<file path="src/rtl/sum7seg_pkg.sv">
`default_nettype none
// ============================================================================
// Module      : sum7seg_pkg
// Description : Shared definitions for the sum/difference 7-segment display.
//               Holds active-low segment glyphs (bit order a..g, index 0 = a),
//               the controller state encoding, the helper that sizes the BCD
//               field and the digit-to-glyph decoder.
// Ports       : none (package)
// Revision    : 1.0 - initial release
// ============================================================================
package sum7seg_pkg;

  // Active-low glyphs; the leftmost literal bit lands in index 0 (segment a).
  localparam logic [0:6] SEG_0     = 7'b0000001;
  localparam logic [0:6] SEG_1     = 7'b1001111;
  localparam logic [0:6] SEG_2     = 7'b0010010;
  localparam logic [0:6] SEG_3     = 7'b0000110;
  localparam logic [0:6] SEG_4     = 7'b1001100;
  localparam logic [0:6] SEG_5     = 7'b0100100;
  localparam logic [0:6] SEG_6     = 7'b0100000;
  localparam logic [0:6] SEG_7     = 7'b0001111;
  localparam logic [0:6] SEG_8     = 7'b0000000;
  localparam logic [0:6] SEG_9     = 7'b0000100;
  localparam logic [0:6] SEG_BLANK = 7'b1111111;
  localparam logic [0:6] SEG_MINUS = 7'b1111110;
  localparam logic [0:6] SEG_E     = 7'b0110000;

  // Controller states: sample operands, run the converter, publish result.
  typedef enum logic [1:0] {
    ST_IDLE = 2'd0,
    ST_CONV = 2'd1,
    ST_LOAD = 2'd2
  } state_t;

  // Number of decimal digits needed to print 2^m - 1 (m up to 63).
  function automatic int nbcd_of(input int m);
    logic [63:0] v;
    int          n;
    v = (64'd1 << m) - 64'd1;
    n = 1;
    for (int i = 0; i < 20; i++) begin
      if (v >= 64'd10) begin
        v = v / 64'd10;
        n = n + 1;
      end
    end
    return n;
  endfunction

  // BCD digit to glyph; non-decimal codes render blank.
  function automatic logic [0:6] seg_of(input logic [3:0] d);
    logic [0:6] s;
    case (d)
      4'd0:    s = SEG_0;
      4'd1:    s = SEG_1;
      4'd2:    s = SEG_2;
      4'd3:    s = SEG_3;
      4'd4:    s = SEG_4;
      4'd5:    s = SEG_5;
      4'd6:    s = SEG_6;
      4'd7:    s = SEG_7;
      4'd8:    s = SEG_8;
      4'd9:    s = SEG_9;
      default: s = SEG_BLANK;
    endcase
    return s;
  endfunction

endpackage : sum7seg_pkg
`default_nettype wire

</file>
<file path="src/rtl/bin2bcd_seq.sv">
`default_nettype none
// ============================================================================
// Module      : bin2bcd_seq
// Description : Sequential double-dabble binary-to-BCD converter. One
//               iteration per clock: every BCD nibble >= 5 gets +3, then the
//               whole {bcd, bin} register shifts left by one. M iterations
//               convert an M-bit value.
// Ports       : clk      - clock
//               rst      - asynchronous active-high reset (aborts conversion)
//               start_i  - begin a conversion; ignored while busy_o is high
//               bin_i    - binary value, captured on the accepted start
//               busy_o   - high while iterations are running
//               done_o   - one-cycle pulse in the cycle whose closing edge
//                          performs the final iteration; bcd_o is valid from
//                          the following cycle until the next start
//               bcd_o    - NBCD packed BCD digits, digit 0 in bits [3:0]
// Revision    : 1.0 - initial release
// ============================================================================
module bin2bcd_seq #(
  parameter int M    = 9,
  parameter int NBCD = 3
) (
  input  logic                clk,
  input  logic                rst,
  input  logic                start_i,
  input  logic [M-1:0]        bin_i,
  output logic                busy_o,
  output logic                done_o,
  output logic [4*NBCD-1:0]   bcd_o
);

  localparam int SW = 4*NBCD + M;
  localparam int CW = $clog2(M + 1);

  logic [SW-1:0] sr_q;
  logic [SW-1:0] adj;
  logic [SW-1:0] sr_d;
  logic [CW-1:0] cnt_q;
  logic          busy_q;

  // Add-3 correction on every BCD nibble, applied before the shift.
  always_comb begin
    adj = sr_q;
    for (int i = 0; i < NBCD; i++) begin
      if (sr_q[M + 4*i +: 4] >= 4'd5) begin
        adj[M + 4*i +: 4] = sr_q[M + 4*i +: 4] + 4'd3;
      end
    end
    sr_d = adj << 1;
  end

  assign done_o = busy_q && (cnt_q == CW'(M - 1));
  assign busy_o = busy_q;
  assign bcd_o  = sr_q[SW-1 -: 4*NBCD];

  always_ff @(posedge clk or posedge rst) begin
    if (rst) begin
      sr_q   <= '0;
      cnt_q  <= '0;
      busy_q <= 1'b0;
    end else if (!busy_q) begin
      if (start_i) begin
        sr_q   <= {{(4*NBCD){1'b0}}, bin_i};
        cnt_q  <= '0;
        busy_q <= 1'b1;
      end
    end else begin
      sr_q  <= sr_d;
      cnt_q <= cnt_q + CW'(1);
      if (done_o) begin
        busy_q <= 1'b0;
      end
    end
  end

endmodule : bin2bcd_seq
`default_nettype wire

</file>
<file path="src/rtl/sum7seg_scan.sv">
`default_nettype none
// ============================================================================
// Module      : sum7seg_scan
// Description : Computes A+B or |A-B| with sign on WIDTH-bit unsigned
//               operands, converts the magnitude to BCD sequentially and shows
//               it on a DIGITS-wide multiplexed common-anode display. The
//               leftmost digit carries the sign, or 'E' on overflow. Leading
//               zeros are blanked; the units digit is always lit.
// Ports       : CLK_50  - system clock
//               rst     - asynchronous active-high reset
//               A, B    - unsigned operands
//               Sel     - 0: A+B, 1: A-B
//               SSeg    - active-low segments a..g, SSeg[0] = a (registered)
//               an      - active-low one-hot anodes, an[0] = units digit
//               ovf     - result needs more than DIGITS-1 decimal digits
//               busy    - conversion in progress
// Revision    : 1.0 - initial release
// ============================================================================
module sum7seg_scan
  import sum7seg_pkg::*;
#(
  parameter int WIDTH       = 8,
  parameter int DIGITS      = 4,
  parameter int REFRESH_DIV = 50000
) (
  input  logic              CLK_50,
  input  logic              rst,
  input  logic [WIDTH-1:0]  A,
  input  logic [WIDTH-1:0]  B,
  input  logic              Sel,
  output logic [0:6]        SSeg,
  output logic [DIGITS-1:0] an,
  output logic              ovf,
  output logic              busy
);

  localparam int M     = WIDTH + 1;
  localparam int NBCD  = nbcd_of(M);
  // BCD field widened so every displayed digit position has a source nibble.
  localparam int NX    = (NBCD > DIGITS - 1) ? NBCD : DIGITS - 1;
  localparam int XW    = 4 * NX;
  localparam int REF_W = (REFRESH_DIV > 1) ? $clog2(REFRESH_DIV) : 1;
  localparam int IDX_W = $clog2(DIGITS);

  // --------------------------------------------------------------------------
  // Arithmetic: magnitude and sign of the selected operation
  // --------------------------------------------------------------------------
  logic [M-1:0] mag;
  logic         neg;

  always_comb begin
    mag = '0;
    neg = 1'b0;
    if (!Sel) begin
      mag = {1'b0, A} + {1'b0, B};
    end else if (A >= B) begin
      mag = {1'b0, A - B};
    end else begin
      mag = {1'b0, B - A};
      neg = 1'b1;
    end
  end

  // --------------------------------------------------------------------------
  // Converter
  // --------------------------------------------------------------------------
  state_t            state_q;
  logic              conv_start;
  logic              conv_busy;
  logic              conv_done;
  logic [4*NBCD-1:0] bcd_w;

  assign conv_start = (state_q == ST_IDLE) && !conv_busy;

  bin2bcd_seq #(
    .M    (M),
    .NBCD (NBCD)
  ) u_bin2bcd (
    .clk     (CLK_50),
    .rst     (rst),
    .start_i (conv_start),
    .bin_i   (mag),
    .busy_o  (conv_busy),
    .done_o  (conv_done),
    .bcd_o   (bcd_w)
  );

  // --------------------------------------------------------------------------
  // Overflow detection and glyph selection for the next display image
  // --------------------------------------------------------------------------
  logic [XW-1:0] bcd_ext;
  logic [0:6]    disp_d [DIGITS];
  logic [0:6]    disp_q [DIGITS];
  logic          ovf_d;
  logic          neg_q;   // sign captured with the operands being converted
  logic          lead;
  logic [3:0]    dig;

  assign bcd_ext = XW'(bcd_w);

  always_comb begin
    for (int i = 0; i < DIGITS; i++) begin
      disp_d[i] = SEG_BLANK;
    end
    ovf_d = 1'b0;
    lead  = 1'b1;
    dig   = '0;

    // Any nonzero digit beyond the numeric field means it cannot be shown.
    for (int i = DIGITS - 1; i < NX; i++) begin
      if (bcd_ext[4*i +: 4] != 4'd0) begin
        ovf_d = 1'b1;
      end
    end

    if (ovf_d) begin
      disp_d[DIGITS-1] = SEG_E;
    end else begin
      disp_d[DIGITS-1] = neg_q ? SEG_MINUS : SEG_BLANK;
      // Walk from the most significant numeric digit down; blank zeros until
      // the first nonzero digit, but never blank the units position.
      for (int i = DIGITS - 2; i >= 0; i--) begin
        dig = bcd_ext[4*i +: 4];
        if (lead && (dig == 4'd0) && (i != 0)) begin
          disp_d[i] = SEG_BLANK;
        end else begin
          disp_d[i] = seg_of(dig);
          lead      = 1'b0;
        end
      end
    end
  end

  // --------------------------------------------------------------------------
  // Controller: IDLE samples, CONV waits for the converter, LOAD publishes
  // --------------------------------------------------------------------------
  logic busy_q;
  logic ovf_q;

  always_ff @(posedge CLK_50 or posedge rst) begin
    if (rst) begin
      state_q <= ST_IDLE;
      busy_q  <= 1'b0;
      ovf_q   <= 1'b0;
      neg_q   <= 1'b0;
      for (int i = 0; i < DIGITS; i++) begin
        disp_q[i] <= SEG_BLANK;
      end
    end else begin
      case (state_q)
        ST_IDLE: begin
          if (!conv_busy) begin
            neg_q   <= neg;
            busy_q  <= 1'b1;
            state_q <= ST_CONV;
          end
        end
        ST_CONV: begin
          // done marks the final iteration, so the BCD is ready in LOAD.
          if (conv_done) begin
            state_q <= ST_LOAD;
          end
        end
        ST_LOAD: begin
          disp_q  <= disp_d;
          ovf_q   <= ovf_d;
          busy_q  <= 1'b0;
          state_q <= ST_IDLE;
        end
        default: begin
          state_q <= ST_IDLE;
        end
      endcase
    end
  end

  assign busy = busy_q;
  assign ovf  = ovf_q;

  // --------------------------------------------------------------------------
  // Scanning: anode and segment registers update on the same edge so the
  // glyph never lags its anode.
  // --------------------------------------------------------------------------
  logic [REF_W-1:0]  ref_q;
  logic [IDX_W-1:0]  idx_q;
  logic [IDX_W-1:0]  idx_d;
  logic              wrap;
  logic [DIGITS-1:0] an_q;
  logic [0:6]        sseg_q;

  assign wrap = (ref_q == REF_W'(REFRESH_DIV - 1));

  always_comb begin
    idx_d = idx_q;
    if (wrap) begin
      idx_d = (idx_q == IDX_W'(DIGITS - 1)) ? '0 : idx_q + IDX_W'(1);
    end
  end

  always_ff @(posedge CLK_50 or posedge rst) begin
    if (rst) begin
      ref_q  <= '0;
      idx_q  <= '0;
      an_q   <= ~DIGITS'(1);
      sseg_q <= SEG_BLANK;
    end else begin
      ref_q  <= wrap ? '0 : ref_q + REF_W'(1);
      idx_q  <= idx_d;
      an_q   <= ~(DIGITS'(1) << idx_d);
      sseg_q <= disp_q[idx_d];
    end
  end

  assign an   = an_q;
  assign SSeg = sseg_q;

endmodule : sum7seg_scan
`default_nettype wire
</file>
<file path="config.mk">
export PLATFORM = sky130hd
export DESIGN_NAME = sum7seg_scan
export DESIGN_NICKNAME = d
export VERILOG_FILES = /design/src/rtl/sum7seg_pkg.sv /design/src/rtl/bin2bcd_seq.sv /design/src/rtl/sum7seg_scan.sv
export SDC_FILE = /design/constraint.sdc
export NUM_CORES = 1
export LEC_CHECK = 0
export ABC_CLOCK_PERIOD_IN_PS = 4200
export CORE_MARGIN = 5
export CORE_UTILIZATION = 65
export DETAILED_ROUTE_END_ITERATION = 10
export GPL_TIMING_DRIVEN = 0
export PLACE_DENSITY = 0.85
export SYNTH_ARGS = -nofsm -noshare
export SYNTH_HDL_FRONTEND = slang
export SYNTH_SLANG_ARGS = --single-unit
</file>
<file path="constraint.sdc">
create_clock -name CLK_50 -period 4.2 [get_ports CLK_50]
set_input_delay 0.63 -clock CLK_50 [delete_from_list [all_inputs] [get_ports CLK_50]]
set_output_delay 0.63 -clock CLK_50 [all_outputs]
set_load 0.01 [all_outputs]
</file>
Word level (Yosys, flattened, before mapping)
Memory sizes are Yosys's and may differ from the RTL's. A register that Yosys moved wholly into a read port is not among the register bits.
Index checks and enable logic that the tools add are counted.
{ "totals": {"register_bits": 80, "rom_bits": 336, "out_inout_bits": 13, "word_cells": 82, "memories": 3} }
{ "mem_list": {"columns": ["memory", "words", "word_bits", "read_ports", "rd_clocked_by_memory_dff", "write_ports", "line_no", "text"], "rows": [
  ["(name not given)", 16, 7, 1, 0, 0, "sum7seg_pkg.sv:53", "case (d)"],
  ["(name not given)", 16, 7, 1, 0, 0, "sum7seg_pkg.sv:53", null],
  ["(name not given)", 16, 7, 1, 1, 0, "sum7seg_pkg.sv:53", null]
]} }
{ "classes": {"addsub": 9, "n_lt_le_gt_ge": 5, "eq_ne": 7, "n_shift": 1, "muxes": 29, "bitwise_logic": 3, "reduce_logical": 12} }
{ "op_table": {"columns": ["cell", "count"], "rows": [
  ["$mux W21", 2],
  ["$mux W7", 4],
  ["$add A16 B1 Y16 const B", 1],
  ["$eq A16 B16 Y1 const B", 1],
  ["$mux W16", 1],
  ["$mux W4", 4],
  ["$sub A8 B8 Y8", 2],
  ["$bmux W7 S2", 1],
  ["$ge A4 B3 Y1 const B", 3],
  ["$add A8 B8 Y9", 1],
  ["$mux W9", 1],
  ["$add A4 B2 Y4 const B", 2],
  ["$ge A8 B8 Y1", 1],
  ["$logic_not A4 Y1", 2],
  ["$mux W1", 8],
  ["$mux W2", 4],
  ["$mux W8", 1],
  ["$reduce_and A2 Y1", 3],
  ["$add A4 B1 Y4 const B", 1],
  ["$eq A2 B2 Y1 const B", 2],
  ["$eq A4 B4 Y1 const B", 1],
  ["$ne A2 B2 Y1 const B", 2],
  ["$not A4 Y4", 1],
  ["$pmux W2 S2", 1],
  ["other kinds (13)", 16]
]} }

Longest topological paths before layout
{ "depth": {"ltp_word": 7, "ltp_mapped": 10, "mapped_depth_nobuf": 9} }

Modules after synthesis
From an unflattened synthesis, not the netlist that was laid out.
{ "hier_totals": {"hier_cells": 558, "hier_area_um2": 5266.3} }
{ "modules_own_cells": {"columns": ["module", "instances", "cells_each", "area_each_um2"], "rows": [
  ["sum7seg_scan", 1, 407, 3796.1],
  ["bin2bcd_seq", 1, 151, 1470.2]
]} }

Worst setup path after synthesis
Ideal clock, no wire load.
{ "synth_timing": {"kind": "input to register", "startpoint": "input port A[5]", "endpoint": "register u_bin2bcd.sr_q[2]", "setup_ns": 0.069, "arrival_ns": 2.648, "path_slack_ns": 1.483, "path_stages": 9, "path_cell_list": "inv_1 -> ha_1 -> a21o_1 -> a21o_1 -> a221oi_4 -> mux2i_1 -> a21oi_1 -> or4_1 -> nand3_1"} }
{ "synth_via": {"elab_chain_cells": 5} }
{ "synth_lines": {"columns": ["item", "line_no", "text"], "rows": [
  ["from (decl)", "sum7seg_scan.sv:28", "input logic [WIDTH-1:0] A,"],
  ["$ge A8 B8 Y1", "sum7seg_scan.sv:56", "end else if (A >= B) begin"],
  ["$mux W8", "sum7seg_scan.sv:56", null],
  ["$mux W9", "sum7seg_scan.sv:54", "if (!Sel) begin"],
  ["$mux W21", "bin2bcd_seq.sv:62", "if (start_i) begin"],
  ["$mux W21", "bin2bcd_seq.sv:61", "end else if (!busy_q) begin"],
  ["to (signal assigned)", "bin2bcd_seq.sv:63", "sr_q <= {{(4*NBCD){1'b0}}, bin_i};"],
  ["to (signal assigned)", "bin2bcd_seq.sv:68", "sr_q <= sr_d;"],
  ["to (decl)", "bin2bcd_seq.sv:35", "logic [SW-1:0] sr_q;"]
]} }
Every way passes these cells. The select of a mux whose other input is x is not followed.
A chain may end at the register's enable or synchronous reset.

Final worst setup path
Ends and elaborated chain as after synthesis.

==> impl_metrics.yaml <==
run_status:
  status: "finished, final reports clean"
final_layout:
  diodes: 0
  drive_gt1_share_pct: 10.6
  utilization_pct: 74.3
  final_cell_mix: "nand2_1 (53), dfrtp_1 (49), nor2_1 (46)"
  layout.nets: 646
  final_common_cell: "nand2_1"
  seq_area_um2: 2070
  synthToLayoutAreaGrowth_pct: 12.9
  multi_input_area_um2: 2690
  num-fill-cells: 551
die:
  die_y_um: 97.8
  die_x_um: 97.8
  start_util_pct: 65.8
  rows: 32
  core_area_um2: 7610
  ios: 32
  die_area_um2: 9560
sta:
  slew_violations: 0
  fin_ws_ns: 0.920
  finalSetupTns_ns: 0
  setup_viol: 0
  hold_viol: 0
  max_freq_ghz: 0.305
  period_needed_ns: 3.28
  final.period_utilization_pct: 78.1
  clock_skew_ns: 0.00995
  relSlewSlack_pct: 55.6
  worstMarginPinSlew_ns: 0.666
  rsz0062_at_grt: "no"
pwr:
  switchingPower_uw: 671
  p_comb_share_pct: 25.6
  power_frac_clock_pct: 25.6
  power.share.switching_pct: 29.8
  p_per_area_nw_per_um2: 398
  p_seq_share_pct: 48.8
  max-vdd-ir-drop_mv: 0.203
  internal_power_uw: 1580
  p_leak_uw: 0.00258
synthesis:
  yosys.area_share.simple_pct: 15.8
  synth-compound-area-share_pct: 17.7
  synth_top_family_by_area: "compound AO/OA/AOI/OAI gates"
  ys.flop_type: "dfrtp_1"
  netlist_area_um2: 5010
  yosysSeqAreaShare_pct: 41.3
  synth-seq-cells: 81
  synthXorXnorAreaFrac_pct: 4.02
  yosys.area_share.adder_pct: 11.7
  syn_inst: 541
  postSynthAreaPerCell_um2: 9.26
  yosysUniqueCellTypes: 57
  yosysWarnings: 0
  synth_edf_count: 0
  syn_nets: 605
  muxShareOfSynthArea_pct: 4.35
  ys_async_sr_fraction_pct: 100
cts:
  postCtsSetupBuffers: 0
  cts_hold_buf: 0
  clk_latency_ns: 0.37
  clk_path_buf_depth: 2
  cts_resized: 0
  cts_buffers: 9
  clockRootBuffer: "clkbuf_8"
  cts_max_level: 3
  cts_sinks: 81
  cts_tree: "yes"
  clk_pin_slew_ns: 0.08
global_route:
  grt_overflow: 0
  grt_pass1_vias: 4017
  grt_use_total_pct: 23.7
  grt_pass1_wl_mm: 18.7
  antenna_found_initial: 0
  grt_max_degree: 75
place:
  dp_hpwl_mm: 7.82
  io_buffers: 29
  pre_cts_ws_ns: 0.627
  gp_congestion: 0.925
route:
  wl_per_cell_um: 15.8
  vias: 4033
  routed_via_density: 5.85
  final_antenna_net_count: 0
  dr.pass1.iters: 4
  wirelength_mm: 10.9
  drc_errors: 0
  drtIter0Drc: 247
worst_setup_path:
  cp_max_fo: 10
  end_kind: "register"
  critical_path.startpoint_type: "input port"
  arrival_ns: 3.58
  worstSetupPathType: "in2reg"
  required_ns: 4.50
flow_run:
  drv_cap: 0
min_path:
  hp-class: "reg2reg"
[layer usage]
| metal | wire length, um | global-route usage (%) |
|---|---|---|
| met5 | 0 | 0 |
| met4 | 297 | 9.05 |
| met3 | 381 | 4.43 |
| met2 | 5520 | 41.3 |
| met1 | 4670 | 29.4 |
[worst max-delay path, cell delays in order]
cell,delay [ns]
clkdlybuf4s50_1,0.51
inv_1,0.06
ha_1,0.41
a21o_1,0.22
a21o_1,0.22
a221oi_4,0.63
mux2i_1,0.29
a21oi_1,0.10
or4_1,0.41
nand3_1,0.08
[kinds of logic after synthesis]
group,Yosys count
XOR/XNOR,23
multiplexers,21
AO/OA/AOI/OAI,139
flip-flops,81
AND/OR/NAND/NOR,165
adder cells (fa/ha/maj),45
buffers and inverters,66
other,1
[cell usage after synthesis (2+ instances only)]
library cell  count  area (um^2)
or4_1             4         30.0
nor2_1           46          173
a22o_1            9         78.8
nor2b_1           6         37.5
nand4b_1          3         26.3
ha_1             42          526
o41ai_1           2         17.5
and3_1            4         25.0
o22a_1            4         35.0
nor3_1            7         35.0
a31oi_1           5         31.3
xnor2_1          12          105
o22ai_1           2         12.5
and4_2            2         20.0
buf_2             3         15.0
a21o_1            4         30.0
o31ai_1          11         82.6
mux2_2            2         22.5
clkbuf_1         23         86.3
mux2i_1          18          180
nand2b_1          9         56.3
nand3b_1          2         15.0
nor3b_1           4         30.0
inv_1            37          139
nand4_1           2         12.5
a221oi_1          2         17.5
xor2_1           11         96.3
o21bai_1          4         30.0
nand3_1          13         65.1
a211oi_1          4         30.0
dfrtp_1          49         1230
fa_1              3         60.1
nor4_1            2         12.5
buf_1             2         7.51
or3_1             3         18.8
o21ai_0          36          180
nand2_1          53          199
a21oi_1          45          225
dfstp_2          32          841
or2_2             2         12.5
[worst paths after layout]
| check | startpoint | to | slack (ns) | depth (start not counted) |
|---|---|---|---|---|
| min reg2reg | neg_q | disp_q[0] | 0.47 | 1 |
| min | neg_q | disp_q[0] | 0.47 | 1 |
| max | A[5] | u_bin2bcd.sr_q[2] | 0.92 | 10 |
| max reg2reg | ref_q[0] | SSeg[0] | 1.52 | 10 |
| max in group asynchronous | rst | an[3] | 3.08 | 3 |
| min in group asynchronous | rst | ref_q[8] | 0.50 | 2 |
[cell type report]
type / count / area share [%]
plain buffers: 29 / 2.06
multi-input cells: 394 / 47.5
clock buffers: 11 / 2.50
inverters: 37 / 2.50
repair buffers: 30 / 5.62
clock inverters: 5 / 0.974
well taps: 102 / 2.26
flip-flops and latches: 81 / 36.6
[through the flow]
step           area (um^2)  cells  power [uW]  hold WS (ns)
3_3_place_gp          5430    672        1640         0.440
4_1_cts               5650    689        2250         0.459
5_1_grt               5650    689        2380         0.501
3_5_place_dp          5460    673        1680         0.450
6_report              5650    689        2250         0.468
2_1_floorplan         5010    541        1470         0.399
[state kept, by name (all words and copies together), names as in the netlist]
| signal | flops |
|---|---|
| SSeg | 7 |
| an | 4 |
| busy | 1 |
| disp_q | 22 |
| idx_q | 2 |
| neg_q | 1 |
| ref_q | 16 |
| state_q | 2 |
| u_bin2bcd.busy_o | 1 |
| u_bin2bcd.cnt_q | 4 |
| u_bin2bcd.sr_q | 21 |
[power groups by stage]
stage / registers [uW] / logic, uW / clock network (uW)
floorplan: 1110 / 368 / 0
global placement: 1110 / 537 / 0
detailed placement: 1110 / 565 / 0
CTS: 1100 / 579 / 578
global route: 1120 / 646 / 618
finish: 1100 / 577 / 576
(Power assumes the default switching activity.)
==> edit (same flow settings) <==
Put one more register stage on the output `SSeg`, without a reset. The value now appears one clock later. The other outputs are not delayed to match. Comments in the files are not updated.
--- a/src/rtl/sum7seg_scan.sv
+++ b/src/rtl/sum7seg_scan.sv
@@ -213,5 +213,7 @@
 
   assign an   = an_q;
-  assign SSeg = sseg_q;
+  always_ff @(posedge CLK_50) begin
+    SSeg <= sseg_q;
+  end
 
 endmodule : sum7seg_scan
Behaviour: no difference found for any inputs over 10 cycles, from zero or initial values and one cycle with rst high; that may be too few to reach the edited logic, so the function may still have changed.
==> edit against the original RTL <==
- cell count increased by 2.8%
- design area rose by 3.2%
- setup slack got worse by 0.0098 ns
- power increased by 5.6%
- critical path depth unchanged
- sequential cell count rose by 7
- area after synthesis increased by 3.4%
- fmax down 0.30%
- routed wire length grew 2.5%
- synthesized cell count grew 3.3%
- critical path type unchanged
==> edit: results (changes against the original RTL) <==
OUTCOME
-------------------------------------------------------------------
Outcome .............................................. complete, no violations

ROUTE
-------------------------------------------------------------------
Post-Route M1 WL ..................................... 4770 microns   +2.2%
1st-iter DRT viols ...................................          155   -37%
Via count ............................................         4205   +4.3%
Post-detailed-route via-to-cell ratio ................         5.94   +1.5%
Met3 WL post-DR ......................................  476 microns   +25%

SYNTH
-------------------------------------------------------------------
Commonest cells post-synth ........................... 60 x sky130_fd_sc_hd__nand2_1, 49 x sky130_fd_sc_hd__dfrtp_1, 42 x sky130_fd_sc_hd__ha_1, 42 x sky130_fd_sc_hd__nor2_1, 41 x sky130_fd_sc_hd__inv_1
FFs w/ async S/R, synth ..............................        92.0%   -8.0 points
Count of unique library cells instantiated by Yosys ..           53   -7.0%
Most area-consuming cells after synthesis ............ sky130_fd_sc_hd__dfrtp_1 24%, sky130_fd_sc_hd__dfstp_2 16%, sky130_fd_sc_hd__ha_1 10%, sky130_fd_sc_hd__nand2_1 4.3%, sky130_fd_sc_hd__a21oi_1 3.8%
Mapped Avg Cell Area .................................   9.27 sq um   +0.12%

GLOBAL ROUTING
-------------------------------------------------------------------
Met3 demand-to-capacity share in global routing ......        3.37%   -1.1 points
Pin count of the biggest net entering global routing .           60   -20%
Global-route total usage across every layer ..........        23.7%   -0.033 points
Wire length of the first global-routing pass ......... 19100 microns   +2.3%
Vias in the first global route .......................         4298   +7.0%
Met2 usage ...........................................        40.7%   -0.62 points
Met1 usage ...........................................        29.1%   -0.28 points

FINISH
-------------------------------------------------------------------
Final net count ......................................          665   +2.9%
Number of fill cells in the layout ...................          528   -4.2%

PWR
-------------------------------------------------------------------
Worst VDD drop .......................................     0.174 mV   -15%
Switching Share ......................................        31.0%   +1.1 points

PLACED DESIGN
-------------------------------------------------------------------
Post-place setup slack ...............................     0.541 ns   -0.0853 ns
Placed cell count ....................................          692   +2.8%
Final RePlAce weighted congestion ....................        0.883   -4.6%
Post-Place Cell Area .................................   5640 sq um   +3.3%

SETUP PATH
-------------------------------------------------------------------
R2R depth ............................................            8   -2
Worst reg2reg endpoint ...............................    sseg_q[5]
Termination of the worst setup path .................. u_bin2bcd.sr_q[7]

STA
-------------------------------------------------------------------
Worst-case headroom to the max-slew limit ............        37.6%   -18 points
Worst Setup Slack, final .............................     0.910 ns   -0.00985 ns

MIN PATH
-------------------------------------------------------------------
Startpoint of the most critical hold path ............    sseg_q[5]

==> edit: cell types whose count changed after synthesis, sizes merged, moves of 6 or more <==
| cell | unedited run | this run |
|---|---|---|
| a21oi | 45 | 39 |
| a2bb2oi | 0 | 6 |
| dfxtp | 0 | 7 |
| inv | 37 | 43 |
| nand2 | 53 | 60 |
| nor3 | 7 | 13 |
==> edit: power groups by stage <==
stage | Combinational [mW] | Clock (mW) | Sequential (mW)
floorplan | 0.375 | 0 | 1.21
global placement | 0.548 | 0 | 1.22
detailed placement | 0.575 | 0 | 1.23
global route | 0.647 | 0.616 | 1.23
finish | 0.579 | 0.579 | 1.22
CTS | 0.580 | 0.584 | 1.22
==> edit: area by class of cell <==
class	instances	area, sq um	area share (%)
clock inverter	7	71.3	1.22
tap	102	128	2.19
multi-input combinational	399	2680	45.9
buffer	29	138	2.36
inverter	43	164	2.81
clock buffer	9	124	2.12
timing repair buffer	31	328	5.62
sequential	88	2210	37.8
